--- src/rtl/motor_pkg.sv ---
// Shared motor-control definitions: direction encoding, driver state
// encoding and the default widths shared with the PID stage.
package motor_pkg;

   localparam int unsigned MOTOR_CMD_WIDTH = 16;
   localparam int unsigned MOTOR_PWM_BITS  = 10;

   localparam logic DIR_FWD = 1'b0;
   localparam logic DIR_REV = 1'b1;

   typedef enum logic [1:0] {
      DRV_RUN  = 2'd0,
      DRV_DEAD = 2'd1,
      DRV_ARM  = 2'd2
   } drv_state_e;

endpackage

--- src/rtl/pwm_cmd_convert.sv ---
// Signed two's-complement command to saturated sign-magnitude duty.
// Purely combinational; also used by the debug/UART readback path.
// A zero magnitude keeps the caller's current direction so that a
// zero command never requests a reversal.
module pwm_cmd_convert
   import motor_pkg::*;
#(
   parameter int unsigned CMD_WIDTH = MOTOR_CMD_WIDTH,
   parameter int unsigned PWM_BITS  = MOTOR_PWM_BITS
)(
   input  logic [CMD_WIDTH-1:0] cmd_i,
   input  logic                 cur_dir_i,
   output logic [PWM_BITS-1:0]  mag_o,
   output logic                 dir_o
);

   localparam int unsigned SHIFT = CMD_WIDTH - 1 - PWM_BITS;

   // One extra bit so the magnitude of the most negative command fits.
   logic [CMD_WIDTH:0] ext;
   logic [CMD_WIDTH:0] absval;
   logic [CMD_WIDTH:0] shifted;
   logic               sat;

   // Absolute value, scale down to PWM resolution, clamp to full scale.
   always_comb begin
      ext     = {cmd_i[CMD_WIDTH-1], cmd_i};
      absval  = cmd_i[CMD_WIDTH-1] ? -ext : ext;
      shifted = absval >> SHIFT;
      sat     = |shifted[CMD_WIDTH:PWM_BITS];
      mag_o   = sat ? '1 : shifted[PWM_BITS-1:0];
      dir_o   = (mag_o == '0) ? cur_dir_i : cmd_i[CMD_WIDTH-1];
   end

endmodule

--- src/rtl/motor_pwm_driver.sv ---
// H-bridge PWM driver fed by the PID stage.
// Commands are latched into a shadow register and applied only at the
// period wrap; a direction reversal inserts a dead-time with the bridge
// off, then waits for the next wrap before driving again.
// Optional build macro: SLEW_LIMIT_EN limits the per-period duty change
// to SLEW_STEP (otherwise the shadow magnitude is loaded directly).
module motor_pwm_driver
   import motor_pkg::*;
#(
   parameter int unsigned CMD_WIDTH       = MOTOR_CMD_WIDTH,
   parameter int unsigned PWM_BITS        = MOTOR_PWM_BITS,
   parameter int unsigned DEADTIME_CYCLES = 32,
   parameter int unsigned SLEW_STEP       = 64
)(
   input  logic                 clk,
   input  logic                 reset,
   input  logic                 enable,
   input  logic [CMD_WIDTH-1:0] cmd_in,
   input  logic                 cmd_valid,
   output logic                 pwm_out,
   output logic                 dir_out,
   output logic                 period_start,
   output logic [PWM_BITS-1:0]  duty_active,
   output logic                 in_deadtime
);

   localparam logic [1:0] S_RUN  = DRV_RUN;
   localparam logic [1:0] S_DEAD = DRV_DEAD;
   localparam logic [1:0] S_ARM  = DRV_ARM;

   localparam logic [PWM_BITS-1:0] DEAD_LOAD = PWM_BITS'(DEADTIME_CYCLES);
   localparam logic [PWM_BITS-1:0] ONE       = PWM_BITS'(1);

   logic [PWM_BITS-1:0] cnt_q,   cnt_d;
   logic [PWM_BITS-1:0] duty_q,  duty_d;
   logic [PWM_BITS-1:0] shmag_q, shmag_d;
   logic [PWM_BITS-1:0] dead_q,  dead_d;
   logic [1:0]          state_q, state_d;
   logic                shdir_q, shdir_d;
   logic                dir_q,   dir_d;
   logic                pwm_q,   pwm_d;
   logic                ps_q,    ps_d;

   logic [PWM_BITS-1:0] conv_mag;
   logic                conv_dir;
   logic [PWM_BITS-1:0] wrap_duty;
   logic                wrap;

   assign wrap = (cnt_q == '1);

   pwm_cmd_convert #(
      .CMD_WIDTH (CMD_WIDTH),
      .PWM_BITS  (PWM_BITS)
   ) u_convert (
      .cmd_i     (cmd_in),
      .cur_dir_i (dir_q),
      .mag_o     (conv_mag),
      .dir_o     (conv_dir)
   );

`ifdef SLEW_LIMIT_EN
   localparam logic [PWM_BITS-1:0] STEP = PWM_BITS'(SLEW_STEP);

   // Duty for the next period: step toward the shadow target, clamping on arrival.
   always_comb begin
      if (shmag_q > duty_q) begin
         wrap_duty = ((shmag_q - duty_q) > STEP) ? duty_q + STEP : shmag_q;
      end else begin
         wrap_duty = ((duty_q - shmag_q) > STEP) ? duty_q - STEP : shmag_q;
      end
   end
`else
   // Duty for the next period: the shadow target as-is.
   always_comb begin
      wrap_duty = shmag_q;
   end
`endif

   // Counter, PWM compare, shadow capture and the RUN/DEAD/ARM sequencing.
   always_comb begin
      cnt_d   = cnt_q + ONE;
      ps_d    = (cnt_q == '0);
      pwm_d   = enable && (state_q == S_RUN) && (cnt_q < duty_q);

      shmag_d = shmag_q;
      shdir_d = shdir_q;
      if (cmd_valid) begin
         shmag_d = conv_mag;
         shdir_d = conv_dir;
      end

      duty_d  = duty_q;
      dir_d   = dir_q;
      dead_d  = dead_q;
      state_d = state_q;

      if (!enable) begin
         duty_d  = '0;
         dead_d  = '0;
         state_d = S_RUN;
      end else begin
         case (state_q)
            S_DEAD: begin
               // Leaving on the count of one gives exactly DEADTIME_CYCLES in DEAD.
               if (dead_q == ONE) begin
                  dir_d   = shdir_q;
                  dead_d  = '0;
                  state_d = S_ARM;
               end else begin
                  dead_d  = dead_q - ONE;
               end
            end
            default: begin
               // RUN and ARM take the same decision at the wrap.
               if (wrap) begin
                  if (shdir_q == dir_q) begin
                     duty_d  = wrap_duty;
                     state_d = S_RUN;
                  end else begin
                     duty_d  = '0;
                     dead_d  = DEAD_LOAD;
                     state_d = S_DEAD;
                  end
               end
            end
         endcase
      end
   end

   // State and output registers with synchronous active-high reset.
   always_ff @(posedge clk) begin
      if (reset) begin
         cnt_q   <= '0;
         duty_q  <= '0;
         shmag_q <= '0;
         dead_q  <= '0;
         state_q <= S_RUN;
         shdir_q <= DIR_FWD;
         dir_q   <= DIR_FWD;
         pwm_q   <= 1'b0;
         ps_q    <= 1'b0;
      end else begin
         cnt_q   <= cnt_d;
         duty_q  <= duty_d;
         shmag_q <= shmag_d;
         dead_q  <= dead_d;
         state_q <= state_d;
         shdir_q <= shdir_d;
         dir_q   <= dir_d;
         pwm_q   <= pwm_d;
         ps_q    <= ps_d;
      end
   end

   assign pwm_out      = pwm_q;
   assign dir_out      = dir_q;
   assign period_start = ps_q;
   assign duty_active  = duty_q;
   assign in_deadtime  = (state_q == S_DEAD);

endmodule
--- config.mk ---
export PLATFORM = sky130hd
export DESIGN_NAME = motor_pwm_driver
export DESIGN_NICKNAME = d
export VERILOG_FILES = /design/src/rtl/motor_pkg.sv /design/src/rtl/pwm_cmd_convert.sv /design/src/rtl/motor_pwm_driver.sv
export SDC_FILE = /design/constraint.sdc
export NUM_CORES = 1
export LEC_CHECK = 0
export BUFFER_PORTS_ARGS = -buffer_cell sky130_fd_sc_hd__buf_4
export CORE_UTILIZATION = 50
export CTS_CLUSTER_DIAMETER = 40
export CTS_CLUSTER_SIZE = 12
export DETAILED_ROUTE_END_ITERATION = 10
export PLACE_DENSITY = 0.71
export SLEW_MARGIN = 30
export SYNTH_ARGS = -nofsm -noshare
export SYNTH_HDL_FRONTEND = slang
export SYNTH_HIERARCHICAL = 1
export SYNTH_SLANG_ARGS = --single-unit
--- constraint.sdc ---
create_clock -name clk -period 3.5 [get_ports clk]
set_clock_uncertainty 0.1 [all_clocks]
set_input_delay 0.875 -clock clk [delete_from_list [all_inputs] [get_ports clk]]
set_output_delay 0.875 -clock clk [all_outputs]
set_load 0.005 [all_outputs]
Word-level counts from Yosys, hierarchy flattened
Cells that the tools add are included.
- output and inout bits: 14
- register bits: 46
- add/sub/neg operators: 3
- $lt $le $gt $ge: 1
- bitwise operators: 2
- mux-type cells: 12
- eq/ne operators: 6
- reduce and logical (&&, ||, !) cells: 12
- operator list (operator ; count):
    10-bit two-way mux ; 6
    10-bit zero test ; 2
    17-bit two-way mux ; 1
    17-bit negation ; 1
    10-bit by 1-bit adder with 10-bit output, second input constant ; 1
    10-bit by 1-bit == test with 1-bit output, second input constant ; 1
    10-bit == test, second input constant ; 1
    10-bit < comparator ; 1
    10-bit by 1-bit subtractor with 10-bit output, second input constant ; 1
    2-bit two-way mux ; 3
    2-bit AND reduction ; 3
    2-bit OR reduction ; 2
    3-bit AND reduction ; 1
    2-bit by 1-bit == test with 1-bit output, second input constant ; 1
    1-bit logical AND ; 2
    2-bit zero test ; 1
    1-bit two-way mux ; 2
    2-bit by 1-bit inequality test with 1-bit output, second input constant ; 1
    2-bit inequality test, second input constant ; 1
    1-bit NOT ; 2
    2-bit nonzero test ; 1
    1-bit == test ; 1

Depth between registers and ports, before layout
Gate-level depths: netlist of run 1.
- depth after elaboration: 6
- mapped depth: 8
- depth with buffers taken out: 8

Cells and area by module
Netlist of run 1, hierarchy kept.
- by module, submodules not included (module ; area an instance (um2) ; times used ; seq. area each (um2) ; cells each):
    motor_pwm_driver ; 2155.8 ; 1 ; 920.9 ; 221
    pwm_cmd_convert ; 417.9 ; 1 ; 0.0 ; 69

Worst setup path after synthesis of run 1
Ideal clock, no wire load.
- kind: input -> register
- start point: input port cmd_in[3]
- end point: register shdir_q
- stages on the path: 8
- buffers on the path: 0
- setup time: 0.065 ns
- arrival time: 2.709 ns
- setup slack: 0.626 ns
- cell sequence: or4_4 -> nor3_4 -> a211oi_2 -> or2_0 -> or4_1 -> o211ai_2 -> mux2i_1 -> nor2_1
- cells in the longest elaborated chain, start to end: 6
- RTL lines (what ; line ; text):
    start: declaration ; motor_pwm_driver.sv:18 ; input logic [CMD_WIDTH-1:0] cmd_in,
    17-bit negation * ; pwm_cmd_convert.sv:28 ; absval = cmd_i[CMD_WIDTH-1] ? -ext : ext;
    17-bit two-way mux * ; pwm_cmd_convert.sv:28 ;
    2-bit OR reduction ; pwm_cmd_convert.sv:30 ; sat = |shifted[CMD_WIDTH:PWM_BITS];
    10-bit two-way mux * ; pwm_cmd_convert.sv:31 ; mag_o = sat ? '1 : shifted[PWM_BITS-1:0];
    named net conv_mag[1] ; motor_pwm_driver.sv:44 ; logic [PWM_BITS-1:0] conv_mag;
    10-bit zero test * ; pwm_cmd_convert.sv:32 ; dir_o = (mag_o == '0) ? cur_dir_i : cmd_i[CMD_WIDTH-1];
    1-bit two-way mux * ; pwm_cmd_convert.sv:32 ;
    named net conv_dir ; motor_pwm_driver.sv:45 ; logic conv_dir;
    end signal: assignment ; motor_pwm_driver.sv:148 ; shdir_q <= shdir_d;
    end: declaration ; motor_pwm_driver.sv:39 ; logic shdir_q, shdir_d;
Mark *: on every way through the listed nets, which the timed path passes. The rest lies on a longest branch.
A chain may end at the register's enable or synchronous reset.

Worst setup path in the final report of run 1
Ends and elaborated chain as after synthesis.

==> results of run 1 <==
power by group:
group,switching (mW),internal (mW),leakage [nW]
combinational,0.0545,0.0481,0.829
clock,0.182,0.286,0.0683
sequential,0.0106,0.537,0.374
total,0.247,0.871,1.27
worst reg2reg max path, stage by stage (launching register included):
cell and delay [ns]:
dfxtp_1 0.42, ha_1 0.29, nand3_1 0.13, or3_4 0.39, nor4_4 0.55, a22o_1 0.22
area by class of cell:
| cell class | count | area (µm²) | share of cell area, % |
|---|---|---|---|
| Clock buffer | 5 | 68.82 | 2.273 |
| Clock inverter | 3 | 68.82 | 2.273 |
| Inverter | 18 | 67.56 | 2.231 |
| Multi-Input combinational cell | 218 | 1555 | 51.36 |
| Sequential cell | 46 | 920.9 | 30.41 |
| Tap cell | 67 | 83.83 | 2.769 |
| Timing Repair Buffer | 35 | 262.8 | 8.678 |
through the flow:
step / setup WS [ns] / instance area (µm²)
floorplan: 0.6256 / 2574
global placement: 0.4523 / 2890
detailed placement: 0.4003 / 2890
CTS: 0.7136 / 3028
global route: 0.4811 / 3028
finish: 0.7193 / 3028
cell families (layout without fill, tap and decap cells):
family / Yosys count / after routing / synth area share [%]
AO/OA/AOI/OAI: 66 / 66 / 19.45
XOR/XNOR: 7 / 7 / 2.382
adder cells (fa/ha/maj): 13 / 13 / 6.320
buffers and inverters: 26 / 61 / 3.792
flip-flops: 46 / 46 / 35.78
multiplexers: 14 / 14 / 5.493
AND/OR/NAND/NOR: 118 / 118 / 26.79
flip-flops by register name, indices dropped and copies added (netlist names):
| register | flops |
|---|---|
| pwm_out | 1 |
| cnt_q | 10 |
| period_start | 1 |
| duty_active | 10 |
| shmag_q | 10 |
| dead_q | 10 |
| shdir_q | 1 |
| state_q | 2 |
| dir_out | 1 |
worst paths after layout:
path | startpoint | to | slack [ns]
max | cmd_in[3] | shdir_q | 0.72
min | shmag_q[6] | duty_active[6] | 0.38
max reg2reg | cnt_q[0] | duty_active[8] | 1.36
min reg2reg | shmag_q[6] | duty_active[6] | 0.38
placed cells by master, fill, tap and decap left out, types with 2 or more instances in the layout:
cell       synthesis  layout
a21oi_1           13      13
o21a_1             3       3
a31oi_1            5       5
nor2_1            30      30
nand4_1            2       2
o21ai_0            9       9
nand2_1           13      13
clkbuf_8           0       5
or3_2              2       2
mux2i_1           13      13
or3_1              3       3
ha_1              13      13
a22o_1            11      11
nand2b_1           8       8
a211oi_1           3       3
and4b_1            3       3
nand3_1            9       9
xnor2_1            2       2
a211o_1            4       4
dfxtp_1           46      46
bufinv_16          0       2
o211ai_1           2       2
and2_1             2       2
nor3_1            14      14
buf_4              0      35
xor2_1             5       5
nor4_1             7       7
inv_1             17      17
nor2b_1            3       3
and3_1             5       5
per-layer routing:
metal  global-route usage [%]  share of wire (%)
met1                    27.46                 45
met2                    37.61                 50
met3                    4.252                3.9
met4                    7.051               0.97
met5                        0                  0
==> flow_summary.json, run 1 <==
{
  "status": "finished, final reports clean",
  "p_per_area_mw_per_mm2": 369.3,
  "hold_buffers": 0,
  "crit_required_ns": 3.64,
  "core_area_mm2": 0.004848,
  "cp-end-kind": "register",
  "routabilityCongestion": 0.7660,
  "ir_drop_v": 0.0001631,
  "hold_violations": 0,
  "vias": 2223,
  "power.total_mw": 1.118,
  "dp_cells": 384,
  "fp.dieH_um": 73.75,
  "clock_sinks": 46,
  "syn_inst": 290,
  "postRouteAntennaNets": 0,
  "worst_setup_path_start_kind": "input pin",
  "die_w_um": 73.75,
  "final_cells": 392,
  "rows": 25,
  "leakagePower_nw": 1.272,
  "hold_slack_ns": 0.3785,
  "fin_crit_ns": 2.781,
  "clk_latency_ns": 0.30,
  "clk_pin_slew_ns": 0.08,
  "root_buffer": "clkbuf_8",
  "yosys_most_used_dff": "dfxtp_1",
  "fin_crit_sh_pct": 79.45,
  "syn-cell-area_mm2": 0.002574,
  "cpPeakStageDelay_ns": 0.55,
  "postSynthAreaPerCell_um2": 8.875,
  "critPathSlowestCell": "or4_4",
  "antenna_cells": 0,
  "start_util_pct": 53.08,
  "cts_made_buffers": 5,
  "rr_worst_depth": 5,
  "routed_via_density": 5.671,
  "fmax_mhz": 359.6,
  "critical_path_class": "input pin to register",
  "grt_start_max_net_pins": 26,
  "worst_pin_slew_ns": 0.8404,
  "cp_num_cells": 9,
  "synthTopCellsByArea": "dfxtp_1 36%, ha_1 6.3%, mux2i_1 5.1%",
  "path_cells": "buf_4 > or4_4 > nor3_4 > a211oi_2 > or2_0 > or4_1 > o211ai_2 > mux2i_1 > nor2_1",
  "routed_wirelength_um": 5486,
  "relSlewSlack_pct": 43.97,
  "dp_hpwl_um": 4102,
  "antenna_found_initial": 0,
  "worstPathArrival_ns": 2.92,
  "io_buffers": 33,
  "ys.warnings.count": 6,
  "firstDrtPassIters": 4,
  "area_delta_synth_final_pct": 17.65,
  "grt_usage_pct": 21.91,
  "maxCapViolations": 0,
  "netlist.area_leader.share_pct": 35.78,
  "drive_gt1_share_pct": 18.46,
  "dieArea_mm2": 0.005438,
  "gr-total-overflow": 0,
  "synth_edf_count": 0,
  "fill_cells": 436,
  "post_drt_wl_per_cell_um": 13.99,
  "min_path_type": "register to register",
  "cts_setup_buffers": 0,
  "min_path_cells": 1,
  "ys_top_cells_by_count": "46 x dfxtp_1, 30 x nor2_1, 17 x inv_1",
  "async_reset_ff_share_pct": 0,
  "tritoncts": "done",
  "setup_tns_ns": 0,
  "ys_seq_elements": 46,
  "io_pins": 34,
  "fin_util_pct": 62.45,
  "synth_cell_type_count": 64,
  "synth.net_count": 323,
  "timing.critical_path.buf_inv": 1,
  "cp_max_fo": 4,
  "grt_pass1_wl_um": 9101,
  "yosysTopAreaCell": "dfxtp_1",
  "drtIter0Drc": 134,
  "rsz0062_at_grt": "false",
  "yosysMostFrequentCell": "dfxtp_1",
  "drt_drc_violations_left": 0,
  "cts_resized": 0,
  "htree_levels": 2,
  "cp_top_family": "simple AND/OR/NAND/NOR gates",
  "setup_violations": 0,
  "grt_pass1_vias": 1970,
  "nNetsFinal": 357,
  "seq_area_frac_synth_pct": 35.78,
  "slew_violations": 0,
  "cts_buffer_depth": 2
}
No activity file was read; power rests on OpenSTA's default activity.
==> run 2: changes to the inputs <==
Settings changed: ABC_AREA set to 1, PLACE_DENSITY 0.71 to 0.73.
Clock period 3.5 ns to 2.25 ns, I/O delays scaled along.
==> run 2 against run 1 <==
Via count rose by 18%. Sequential cell count is the same. Critical endpoint unchanged. Combinational power rose by 73%. Critical path type unchanged. Count of clock-buffer cells in the layout grew 2. Core utilization decreased by 2.0 points. First-iteration DRC count fell by 35%. Total power is 39% higher. Global-route usage grew 0.17 points. Register-to-register slack worse by 0.85 ns. Setup slack worse by 0.32 ns. Worst hold slack got worse by 0.026 ns.
==> flow_summary.json, run 2 <==
{
  "setup_violations": 0,
  "r2r-start": "cnt_q[1]",
  "relSlewSlack_pct": 78.62,
  "min_path_cells": 2,
  "io_buffers": 33,
  "dieArea_mm2": 0.005757,
  "core_area_mm2": 0.005172,
  "design_area_mm2": 0.003129,
  "slew_violations": 0,
  "clk_latency_ns": 0.30,
  "post_drt_wl_per_cell_um": 11.25,
  "cpPeakStageDelay_ns": 0.22,
  "ys_seq_elements": 46,
  "setup_tns_ns": 0,
  "final_cells": 511,
  "syn_inst": 406,
  "root_buffer": "clkbuf_8",
  "vias": 2625,
  "firstDrtPassIters": 5,
  "cts_resized": 0,
  "timing.critical_path.buf_inv": 1,
  "netlist.area_leader.share_pct": 33.75,
  "place_area_mm2": 0.003038,
  "start_util_pct": 52.76,
  "grt_pass1_vias": 2342,
  "drt_drc_violations_left": 0,
  "cp_max_fo": 5,
  "path_cells": "buf_4 > nor2_2 > nand2_4 > o21ai_4 > nand2_2 > nand2_2 > nand2_2 > nor2_2 > nand2_1 > nor2_2 > nand2_1 > nand2_1 > nand2_1 > o21ai_0 > a21oi_1",
  "yosys_most_used_dff": "dfxtp_1",
  "fmax_mhz": 539.7,
  "yosysMostFrequentCell": "nand2_1",
  "fp.dieH_um": 75.88,
  "antenna_cells": 0,
  "gr-total-overflow": 0,
  "antenna_found_initial": 0,
  "status": "finished, final reports clean",
  "p_per_area_mw_per_mm2": 496.0,
  "cts_buffer_depth": 2,
  "crit_required_ns": 2.32,
  "area_delta_synth_final_pct": 14.67,
  "synth.net_count": 439,
  "synth_edf_count": 0,
  "r2r-end": "duty_active[3]",
  "worst_setup_path_start_kind": "input pin",
  "syn-cell-area_mm2": 0.002729,
  "routed_via_density": 5.137,
  "seq_area_frac_synth_pct": 33.75,
  "htree_levels": 2,
  "fin_crit_ns": 1.853,
  "rsz0062_at_grt": "false",
  "maxCapViolations": 0,
  "min_path_type": "register to register",
  "rows": 26,
  "postSynthAreaPerCell_um2": 6.721,
  "grt_start_max_net_pins": 21,
  "worstPathArrival_ns": 1.93,
  "worst_pin_slew_ns": 0.3199,
  "final_cell_mix": "82 x nand2_1, 56 x nor2_1, 53 x inv_1, 46 x dfxtp_1, 41 x nand3_1",
  "grt_pass1_wl_um": 9804,
  "die_w_um": 75.88,
  "hold_violations": 0,
  "dp_cells": 503,
  "synthTopCellsByArea": "dfxtp_1 34%, nand2_1 11%, nor2_1 7.7%",
  "critical_path_class": "input pin to register",
  "leakagePower_nw": 1.392,
  "nNetsFinal": 473,
  "cts_setup_buffers": 0,
  "dp_hpwl_um": 4439,
  "layout_commonest_cell": "nand2_1",
  "drive_gt1_share_pct": 17.46,
  "ys_top_cells_by_count": "82 x nand2_1, 56 x nor2_1, 53 x inv_1",
  "cp-end-kind": "register",
  "hold_path.startpoint": "shmag_q[6]",
  "drtIter0Drc": 87,
  "io_pins": 34,
  "yosysTopAreaCell": "dfxtp_1",
  "power.total_mw": 1.552,
  "ys.warnings.count": 6,
  "rr_worst_depth": 7,
  "tritoncts": "done",
  "ir_drop_v": 0.0004208,
  "fin_crit_sh_pct": 82.36,
  "min_to": "duty_active[6]",
  "routabilityCongestion": 0.8375,
  "synth_cell_type_count": 31,
  "critPathSlowestCell": "o21ai_4",
  "clock_sinks": 46,
  "async_reset_ff_share_pct": 0,
  "hold_buffers": 0,
  "cp_top_family": "simple AND/OR/NAND/NOR gates",
  "cts_made_buffers": 5,
  "routed_wirelength_um": 5751,
  "postRouteAntennaNets": 0,
  "cp_common_cell": "nand2_1",
  "grt_usage_pct": 22.08,
  "ff2ff_setup_slack_ns": 0.51,
  "clk_pin_slew_ns": 0.08
}
run 2: logic make-up (layout without fill, tap and decap cells):
family | Yosys count | count (layout) | synth area share, %
AOI/OAI and AO/OA | 62 | 62 | 12.20
xor gates and xnor gates | 5 | 5 | 1.880
adders and majority gates | 13 | 13 | 5.961
buffers and inverters | 64 | 99 | 9.353
DFF | 46 | 46 | 33.75
and+or+nand+nor | 216 | 216 | 36.86
run 2: per-layer routing:
metal / GRT usage [%] / routed length, µm / vias up
li1: - / - / 1373
met3: 3.968 / 175 / 8
met1: 27.87 / 2752 / 1202
met5: 0 / 0 / -
met4: 5.556 / 61 / 0
met2: 38.74 / 2762 / 42
run 2: worst max-delay path by stage:
stage                     endpoint  slack, ns  depth (start not counted)       from
after floorplan            shdir_q       0.32                         14  cmd_in[3]
after global placement     shdir_q       0.14                         15  cmd_in[5]
after detailed placement   shdir_q       0.09                         15  cmd_in[1]
after CTS                  shdir_q       0.40                         15  cmd_in[1]
after global routing       shdir_q       0.27                         15  cmd_in[5]
final                      shdir_q       0.40                         15  cmd_in[1]
run 2: area by class of cell:
type                       instances  area [µm²]
fill                             509        2043
multi-input combinational        296        1553
sequential                        46       920.9
timing repair buffer              36       270.3
inverter                          55       206.4
tap                               70       87.58
clock buffer                       7       86.33
clock inverter                     1       5.005
run 2: tightest hold or removal path: stages (launching register included):
cell and delay, ns:
dfxtp_1 0.31, nand2_1 0.06, a21oi_1 0.05
run 2: metrics by stage:
stage               setup WS (ns)  util [%]  hold WS [ns]
floorplan                  0.3198         -        0.3300
global placement           0.1380     58.73        0.3480
detailed placement        0.09227     58.73        0.3494
CTS                        0.4049     60.50        0.3560
global route               0.2664     60.50        0.3747
finish                     0.3970     60.50        0.3523
run 2: power by group:
group | internal [mW] | switching [mW] | total (mW) | leakage (nW)
clock | 0.248 | 0.278 | 0.526 | 0.0482
combinational | 0.0740 | 0.104 | 0.178 | 0.970
sequential | 0.835 | 0.0125 | 0.848 | 0.374
total | 1.16 | 0.395 | 1.55 | 1.39
==> run 3: changes to the inputs <==
Clock period 2.25 ns to 1.51 ns, I/O delays scaled along.
==> run 3 against run 2 <==
The flow now finishes with violations (setup timing). Non-clock buffer count is 49 higher. Critical path depth stayed put. Final cell count is 9.8% higher. Register-to-register slack worse by 0.52 ns. Via count is 9.8% higher. Core utilization is 11 points higher. Critical path type unchanged. Count of clock-buffer cells in the layout is 1 lower. Total power is 55% higher.
==> flow_summary.json, run 3 (synthesis results as in run 2) <==
{
  "clock_sinks": 46,
  "start_util_pct": 52.76,
  "min_path_cells": 2,
  "htree_levels": 2,
  "cp_max_fo": 5,
  "clk_pin_slew_ns": 0.09,
  "wl_met2_um": 3328,
  "hold_buffers": 0,
  "critical_path_class": "input pin to register",
  "netSwitchingPower_mw": 0.6473,
  "power.share.switching_pct": 26.95,
  "fill_cells": 436,
  "min_path_type": "input pin to register",
  "hold_slack_ns": 0.1934,
  "p_per_area_mw_per_mm2": 650.6,
  "worst_setup_path_start_kind": "input pin",
  "postRouteAntennaNets": 0,
  "firstDrtPassIters": 4,
  "post_drt_wl_per_cell_um": 12.25,
  "relSlewSlack_pct": 76.37,
  "antenna_cells": 0,
  "cts_made_buffers": 5,
  "ff2ff_setup_slack_ns": -0.01,
  "rsz0062_at_grt": "true",
  "dp_hpwl_um": 5034,
  "grt_usage_pct": 24.47,
  "routabilityCongestion": 0.8957,
  "fin_crit_sh_pct": 105.1,
  "slew_violations": 0,
  "gr-total-overflow": 0,
  "rows": 26,
  "hold_violations": 0,
  "p_seq_share_pct": 52.8,
  "setup_violations": 5,
  "fp.dieH_um": 75.88,
  "area_delta_synth_final_pct": 35.30,
  "routed_wirelength_um": 6875,
  "vias": 2882,
  "fin_crit_ns": 1.587,
  "status": "finished with violations",
  "rr_worst_depth": 7,
  "antenna_found_initial": 0,
  "grt_start_max_net_pins": 18,
  "maxCapViolations": 0,
  "crit_required_ns": 1.58,
  "power.total_mw": 2.402,
  "highest_layer": "met4",
  "layout_commonest_cell": "buf_4",
  "nNetsFinal": 523,
  "p_comb_share_pct": 15.6,
  "io_pins": 34,
  "fmax_mhz": 630.1,
  "final_cell_mix": "80 x buf_4, 74 x nand2_1, 51 x inv_1, 49 x nor2_1, 41 x dfxtp_1",
  "cts_buffer_depth": 2,
  "drive_gt1_share_pct": 33.40,
  "worst_pin_slew_ns": 0.3507,
  "internal_power_mw": 1.755,
  "ir_drop_v": 0.0004657,
  "root_buffer": "clkbuf_8",
  "failed_checks": "setup timing",
  "tritoncts": "done",
  "drt_drc_violations_left": 0,
  "leakagePower_nw": 1.678,
  "clk_latency_ns": 0.30,
  "core_area_mm2": 0.005172,
  "wirelength_met1_um": 3161,
  "setup_ws_ns": -0.07694,
  "worstPathArrival_ns": 1.66,
  "drtIter0Drc": 123,
  "grt_pass1_vias": 2567,
  "route.met3.wl_um": 267,
  "die_w_um": 75.88,
  "dieArea_mm2": 0.005757,
  "fin_util_pct": 71.38,
  "io_buffers": 33,
  "grt_pass1_wl_um": 10700,
  "routed_via_density": 5.137,
  "cp-end-kind": "register",
  "clkPwrFrac_pct": 31.6,
  "setup_tns_ns": -0.09122
}
[run 3: cell types whose count changed in the layout (fill, tap and decap cells not counted), moves of 4 or more]
cell     previous run  this run
nor2_1             56        49
dfxtp_1            46        41
nor2_4              5        11
nand3_1            41        36
a21oi_1            33        27
dfxtp_2             0         5
buf_4              36        80
buf_6               0         5
nand2_1            82        74
a21oi_2             1         7
nand3_2             1         5
nand2_2             8        14
[run 3: what timing repair did]
item	4_1_cts	5_1_grt
buffers inserted	2	2
gates resized for setup	19	33
pin swaps	14	12
gates cloned	1	0
endpoints found under the setup margin	9	30
endpoints found under the hold margin	0	0
[run 3: worst max-delay path, stage by stage]
cell	delay, ns
buf_6	0.09
nor2_4	0.12
nand2_4	0.10
nor2_4	0.17
nand2_2	0.08
nand3_2	0.05
nand2_1	0.05
nor2_2	0.12
nand2_1	0.07
nor2_2	0.12
nand2_1	0.06
nand2_1	0.05
nand2_1	0.04
o21ai_1	0.11
a21oi_1	0.05
[run 3: area by class of cell]
type                    instances  area (µm²)  share of cell area (%)
multi-input cells             297        1728                   46.80
flip-flops and latches         46       927.1                   25.11
repair buffers                 85       656.9                   17.79
inverters                      55       206.4                   5.591
well taps                      70       87.58                   2.372
clock buffers                   6       72.57                   1.965
clock inverters                 2       13.76                  0.3728
[run 3: path summary, 6_finish.rpt]
check                         to       start
setup reg to reg  duty_active[9]    cnt_q[0]
hold / removal          cnt_q[0]       reset
hold reg to reg   duty_active[3]  shmag_q[3]
setup / recovery         shdir_q   cmd_in[2]
[run 3: metal layers]
metal	vias up	GRT usage (%)
met5	-	0
met4	0	7.613
met3	13	4.233
met2	65	41.89
met1	1335	31.24
li1	1469	-
[run 3: power by group through the flow]
stage	Clock (mW)	Sequential [mW]	Combinational, mW
after floorplan	0	1.29	0.177
after global placement	0	1.29	0.331
after detailed placement	0	1.29	0.340
after CTS	0.776	1.26	0.359
after global routing	0.815	1.27	0.413
final	0.758	1.27	0.375
[run 3: stage by stage]
stage / setup WS, ns / instance area (µm²) / instances
3_5_place_dp: -0.4027 / 3386 / 548
2_1_floorplan: -0.1563 / 2739 / 406
3_3_place_gp: -0.3533 / 3386 / 548
6_report: -0.07694 / 3692 / 561
4_1_cts: -0.04357 / 3550 / 559
5_1_grt: -0.1922 / 3692 / 561
